--- config.mk ---
export PLATFORM = sky130hd
export DESIGN_NAME = rotary_button_decoder
export DESIGN_NICKNAME = d
export VERILOG_FILES = /design/src/rtl/rotary_button_decoder_pkg.sv /design/src/rtl/rotary_button_decoder_debouncer.sv /design/src/rtl/rotary_button_decoder.sv
export SDC_FILE = /design/constraint.sdc
export NUM_CORES = 1
export LEC_CHECK = 0
export CAP_MARGIN = 10
export CORE_MARGIN = 5
export CORE_UTILIZATION = 45
export CTS_BUF_LIST = sky130_fd_sc_hd__clkbuf_4 sky130_fd_sc_hd__clkbuf_8
export CTS_CLUSTER_SIZE = 25
export DETAILED_ROUTE_END_ITERATION = 6
export PLACE_DENSITY = 0.74
export SETUP_SLACK_MARGIN = 0.1
export SKIP_CTS_REPAIR_TIMING = 1
export SLEW_MARGIN = 20
export SYNTH_ARGS = -nofsm -noshare
export SYNTH_HDL_FRONTEND = slang
export SYNTH_SLANG_ARGS = --single-unit
--- constraint.sdc ---
create_clock -name clk -period 4.4 [get_ports clk]
set_clock_uncertainty 0.2 [all_clocks]
set_input_delay 0.88 -clock clk [delete_from_list [all_inputs] [get_ports clk]]
set_output_delay 0.88 -clock clk [all_outputs]
set_load 0.05 [all_outputs]
--- src/rtl/rotary_button_decoder_pkg.sv ---
// Shared types for the rotary/button front end.
// Quadrature FSM encodings and press/held bit positions.
package rotary_button_decoder_pkg;

    typedef enum logic [2:0] {
        Q_IDLE = 3'd0,
        Q_L1   = 3'd1,
        Q_L2   = 3'd2,
        Q_L3   = 3'd3,
        Q_R1   = 3'd4,
        Q_R2   = 3'd5,
        Q_R3   = 3'd6,
        Q_ERR  = 3'd7
    } quad_state_t;

    localparam int BTN_CENTER = 0;
    localparam int BTN_WEST   = 1;
    localparam int BTN_EAST   = 2;
    localparam int BTN_NORTH  = 3;
    localparam int BTN_NUM    = 4;

endpackage

--- src/rtl/rotary_button_decoder_debouncer.sv ---
// One button: 2-FF synchroniser, stability counter, registered
// level and rising-edge pulse.
module rotary_button_decoder_debouncer #(
    parameter int DEB_CYCLES = 250_000,
    parameter int DEB_W      = 18
) (
    input  logic clk,
    input  logic reset,
    input  logic raw,
    output logic held,
    output logic press
);

    logic [1:0]       sync;
    logic             lvl;
    logic [DEB_W-1:0] cnt;
    logic             flip;

    // lvl is the internal debounced level; held/press are its output register
    assign flip = (sync[1] != lvl) && (cnt == DEB_W'(DEB_CYCLES - 1));

    always_ff @(posedge clk) begin
        if (reset) begin
            sync  <= '0;
            lvl   <= 1'b0;
            cnt   <= '0;
            held  <= 1'b0;
            press <= 1'b0;
        end else begin
            sync <= {sync[0], raw};
            if (sync[1] == lvl || flip) cnt <= '0;
            else                        cnt <= cnt + 1'b1;
            if (flip) lvl <= ~lvl;
            held  <= lvl;
            press <= lvl & ~held;
        end
    end

endmodule

--- src/rtl/rotary_button_decoder.sv ---
// Board-pin front end: debounced buttons and quadrature detent decoding,
// emitting single-cycle events for the menu logic.
module rotary_button_decoder
    import rotary_button_decoder_pkg::*;
#(
    parameter int DEB_CYCLES = 250_000,
    parameter int DEB_W      = 18
) (
    input  logic       clk,
    input  logic       reset,
    input  logic       rotary_a,
    input  logic       rotary_b,
    input  logic       rotary_center,
    input  logic       btn_west,
    input  logic       btn_east,
    input  logic       btn_north,
    output logic       rotate_left,
    output logic       rotate_right,
    output logic [3:0] press,
    output logic [3:0] held
);

    logic [BTN_NUM-1:0] raw;

    assign raw[BTN_CENTER] = rotary_center;
    assign raw[BTN_WEST]   = btn_west;
    assign raw[BTN_EAST]   = btn_east;
    assign raw[BTN_NORTH]  = btn_north;

    for (genvar i = 0; i < BTN_NUM; i++) begin : g_btn
        rotary_button_decoder_debouncer #(
            .DEB_CYCLES(DEB_CYCLES),
            .DEB_W     (DEB_W)
        ) u_deb (
            .clk  (clk),
            .reset(reset),
            .raw  (raw[i]),
            .held (held[i]),
            .press(press[i])
        );
    end

    logic [1:0]  a_sync;
    logic [1:0]  b_sync;
    logic [1:0]  q;
    logic [2:0]  warm;
    quad_state_t state;
    quad_state_t nxt;
    logic        left_nx;
    logic        right_nx;

    assign q = {a_sync[1], b_sync[1]};

    // warm[1] marks valid synchroniser output; warm[2] low flags its first cycle
    always_ff @(posedge clk) begin
        if (reset) begin
            a_sync       <= '0;
            b_sync       <= '0;
            warm         <= '0;
            state        <= Q_IDLE;
            rotate_left  <= 1'b0;
            rotate_right <= 1'b0;
        end else begin
            a_sync       <= {a_sync[0], rotary_a};
            b_sync       <= {b_sync[0], rotary_b};
            warm         <= {warm[1:0], 1'b1};
            state        <= nxt;
            rotate_left  <= left_nx;
            rotate_right <= right_nx;
        end
    end

    always_comb begin
        nxt = state;
        if (!warm[1]) begin
            nxt = Q_IDLE;
        end else if (!warm[2] && q != 2'b00) begin
            nxt = Q_ERR;
        end else begin
            unique case (state)
                Q_IDLE:
                    case (q)
                        2'b10:   nxt = Q_L1;
                        2'b01:   nxt = Q_R1;
                        2'b11:   nxt = Q_ERR;
                        default: nxt = Q_IDLE;
                    endcase
                Q_L1:
                    case (q)
                        2'b11:   nxt = Q_L2;
                        2'b00:   nxt = Q_IDLE;
                        2'b01:   nxt = Q_ERR;
                        default: nxt = Q_L1;
                    endcase
                Q_L2:
                    case (q)
                        2'b01:   nxt = Q_L3;
                        2'b10:   nxt = Q_L1;
                        2'b00:   nxt = Q_ERR;
                        default: nxt = Q_L2;
                    endcase
                Q_L3:
                    case (q)
                        2'b00:   nxt = Q_IDLE;
                        2'b11:   nxt = Q_L2;
                        2'b10:   nxt = Q_ERR;
                        default: nxt = Q_L3;
                    endcase
                Q_R1:
                    case (q)
                        2'b11:   nxt = Q_R2;
                        2'b00:   nxt = Q_IDLE;
                        2'b10:   nxt = Q_ERR;
                        default: nxt = Q_R1;
                    endcase
                Q_R2:
                    case (q)
                        2'b10:   nxt = Q_R3;
                        2'b01:   nxt = Q_R1;
                        2'b00:   nxt = Q_ERR;
                        default: nxt = Q_R2;
                    endcase
                Q_R3:
                    case (q)
                        2'b00:   nxt = Q_IDLE;
                        2'b11:   nxt = Q_R2;
                        2'b01:   nxt = Q_ERR;
                        default: nxt = Q_R3;
                    endcase
                Q_ERR:
                    nxt = (q == 2'b00) ? Q_IDLE : Q_ERR;
            endcase
        end
    end

    always_comb begin
        left_nx  = warm[2] && (state == Q_L3) && (q == 2'b00);
        right_nx = warm[2] && (state == Q_R3) && (q == 2'b00);
    end

endmodule

==> qor.yml <==
start_util_pct: 46.4
numCtsBuffers: 9
worst-setup-path-type: "flop to primary output"
ys.flop_type: "dfxtp_1"
portBuffers: 17
insertion_delay_ps: 370
grt_util_all_layers_pct: 13.7
max_stage_delay_ps: 810
grt_max_degree: 19
dpl-instance-area_sq_um: 4810
vias: 3441
drt_iter0_markers: 210
timing.final.crit_share_pct: 59.6
outcome: "complete, no violations"
fin_cells: 661
synth-edff-count: 0
clkTransAtPathRegs_ps: 90
p_total_mw: 1.59
grt_pass1_wl_um: 14300
cts_sinks: 104
maxSlewViolCount: 0
yosys_warnings: 0
wirelength_um: 8010
ant_nets: 0
drt-pass1-iter-count: 4
synth_top_area_share_pct: 45.4
synth_area_sq_um: 4580
power_density_nw_per_um2: 317
ioPinCount: 18
yosysSeqAreaShare_pct: 45.4
core_area_sq_um: 9860
cts_root_buffer: "clkbuf_8"
final_cell_area_sq_um: 5020
yosysTopAreaCell: "dfxtp_1"
worst_pin_slew_ps: 1100
dpl.hpwl_um: 5790
setup_viol: 0
crit_chain: "clkdlybuf4s50_1"
gp_congestion: 0.812
path_max_fanout: 2
syn_to_final_growth_pct: 9.50
min_period_ps: 2620
leakage_nw: 1.53
ys_types: 47
tritoncts: "built"
die-area_sq_um: 12300
syn_nets: 534
syn_inst: 514
ys_ff_latch: 104
finalSetupTns_ps: 0
cp-start-kind: "flop"
finalHoldViolCount: 0
nFillCells: 895
grt_pass1_vias: 3329
yosys-top-cells-count: "104 x dfxtp_1, 93 x nor2_1, 54 x xnor2_1, 29 x inv_1, 29 x nand3_1"
slew_headroom_pct: 26.1
arrival_ps: 1540
cpLargestDelayFamily: "buffers and inverters"
grt_overflow_total: 0
synth.avg_cell_area_sq_um: 8.91
preCtsSetupSlack_ps: 1520
maxCapViolCount: 0
num-nets-final: 544
synth.area.top_cells: "dfxtp_1 45%, xnor2_1 10%, nor2_1 7.6%"
viasPerCell: 5.21
peakVddDrop_uv: 232
drive_gt1_share_pct: 6.63
antenna_found_initial: 0
placement_rows: 36
diodes: 0
holdWs_ps: 206
critical_path_buf_inv_count: 1
crit_slowest_cell: "clkdlybuf4s50_1"
drc: 0
die_w_um: 111
yosysMostFrequentCell: "dfxtp_1"
synthArstFlopShare_pct: 0
cp_data_required_time_ps: 3320
reg2reg_slack_ps: 2060
cts_buffer_depth: 2
cp-end-kind: "primary output"
die_h_um: 111
place_inst: 646
cts_max_level: 3
wl_per_cell_um: 12.1
hp-class: "flop to flop"
post-route-util_pct: 50.9
setup_ws_ps: 1780
rsz0062_at_grt: "no"
fmax_ghz: 0.381
## report_power, final
group | leakage, nW | switching (mW) | internal [mW]
Clock | 0.0990 | 0.309 | 0.284
Sequential | 0.841 | 0.00653 | 0.949
Combinational | 0.594 | 0.0215 | 0.0184
## layout by cell type (no fill, tap or decap), types with 5 or more instances in the layout
cell,Yosys,layout
a21oi_1,9,9
clkbuf_8,0,10
clkdlybuf4s50_1,0,17
dfxtp_1,104,104
ha_1,12,12
inv_1,29,29
nand2_1,18,18
nand3_1,29,29
nand4_1,15,15
nor2_1,93,93
nor2b_1,22,22
nor3_1,21,21
nor4_1,24,24
or3_1,5,5
xnor2_1,54,54
xor2_1,6,6
## final timing paths
path,startpoint,to,depth (start not counted)
max reg2reg,g_btn[3].u_deb.cnt[0],g_btn[3].u_deb.cnt[14],5
min,g_btn[1].u_deb.held,g_btn[1].u_deb.press,1
min reg2reg,g_btn[1].u_deb.held,g_btn[1].u_deb.press,1
max,g_btn[2].u_deb.held,held[2],1
## layer usage
| layer | vias to the layer above | global-route usage (%) | share of wire [%] |
|---|---|---|---|
| met5 | - | 0 | 0 |
| met4 | 0 | 4.27 | 1.2 |
| met3 | 9 | 4.69 | 4.4 |
| met2 | 52 | 23.3 | 49 |
| met1 | 1611 | 16.1 | 46 |
| li1 | 1769 | - | - |
## flip-flops by register name, indices dropped and copies added (netlist names)
name / count
g_btn.u_deb.cnt: 72
g_btn.u_deb.sync: 8
g_btn.u_deb.held: 4
g_btn.u_deb.lvl: 4
g_btn.u_deb.press: 4
state: 3
warm: 3
a_sync: 2
b_sync: 2
rotate_left: 1
rotate_right: 1
## area by class of cell
cell class	count	area [sq um]	share of cell area, %
multi-input combinational	362	2280	45.5
sequential	104	2080	41.5
timing repair buffer	18	178	3.54
tap	133	166	3.32
clock buffer	11	145	2.89
inverter	29	109	2.17
clock inverter	4	55.1	1.10
## logic make-up after synthesis
logic type,count (synthesis),share of synthesized area (%)
AO/OA/AOI/OAI,34,5.52
XOR/XNOR,60,11.5
adder cells (fa/ha/maj),12,3.28
flip-flops,104,45.4
AND/OR/NAND/NOR,253,28.8
buffers and inverters,48,4.83
multiplexers,3,0.683
Note: power is estimated with default switching activity, not from simulation.
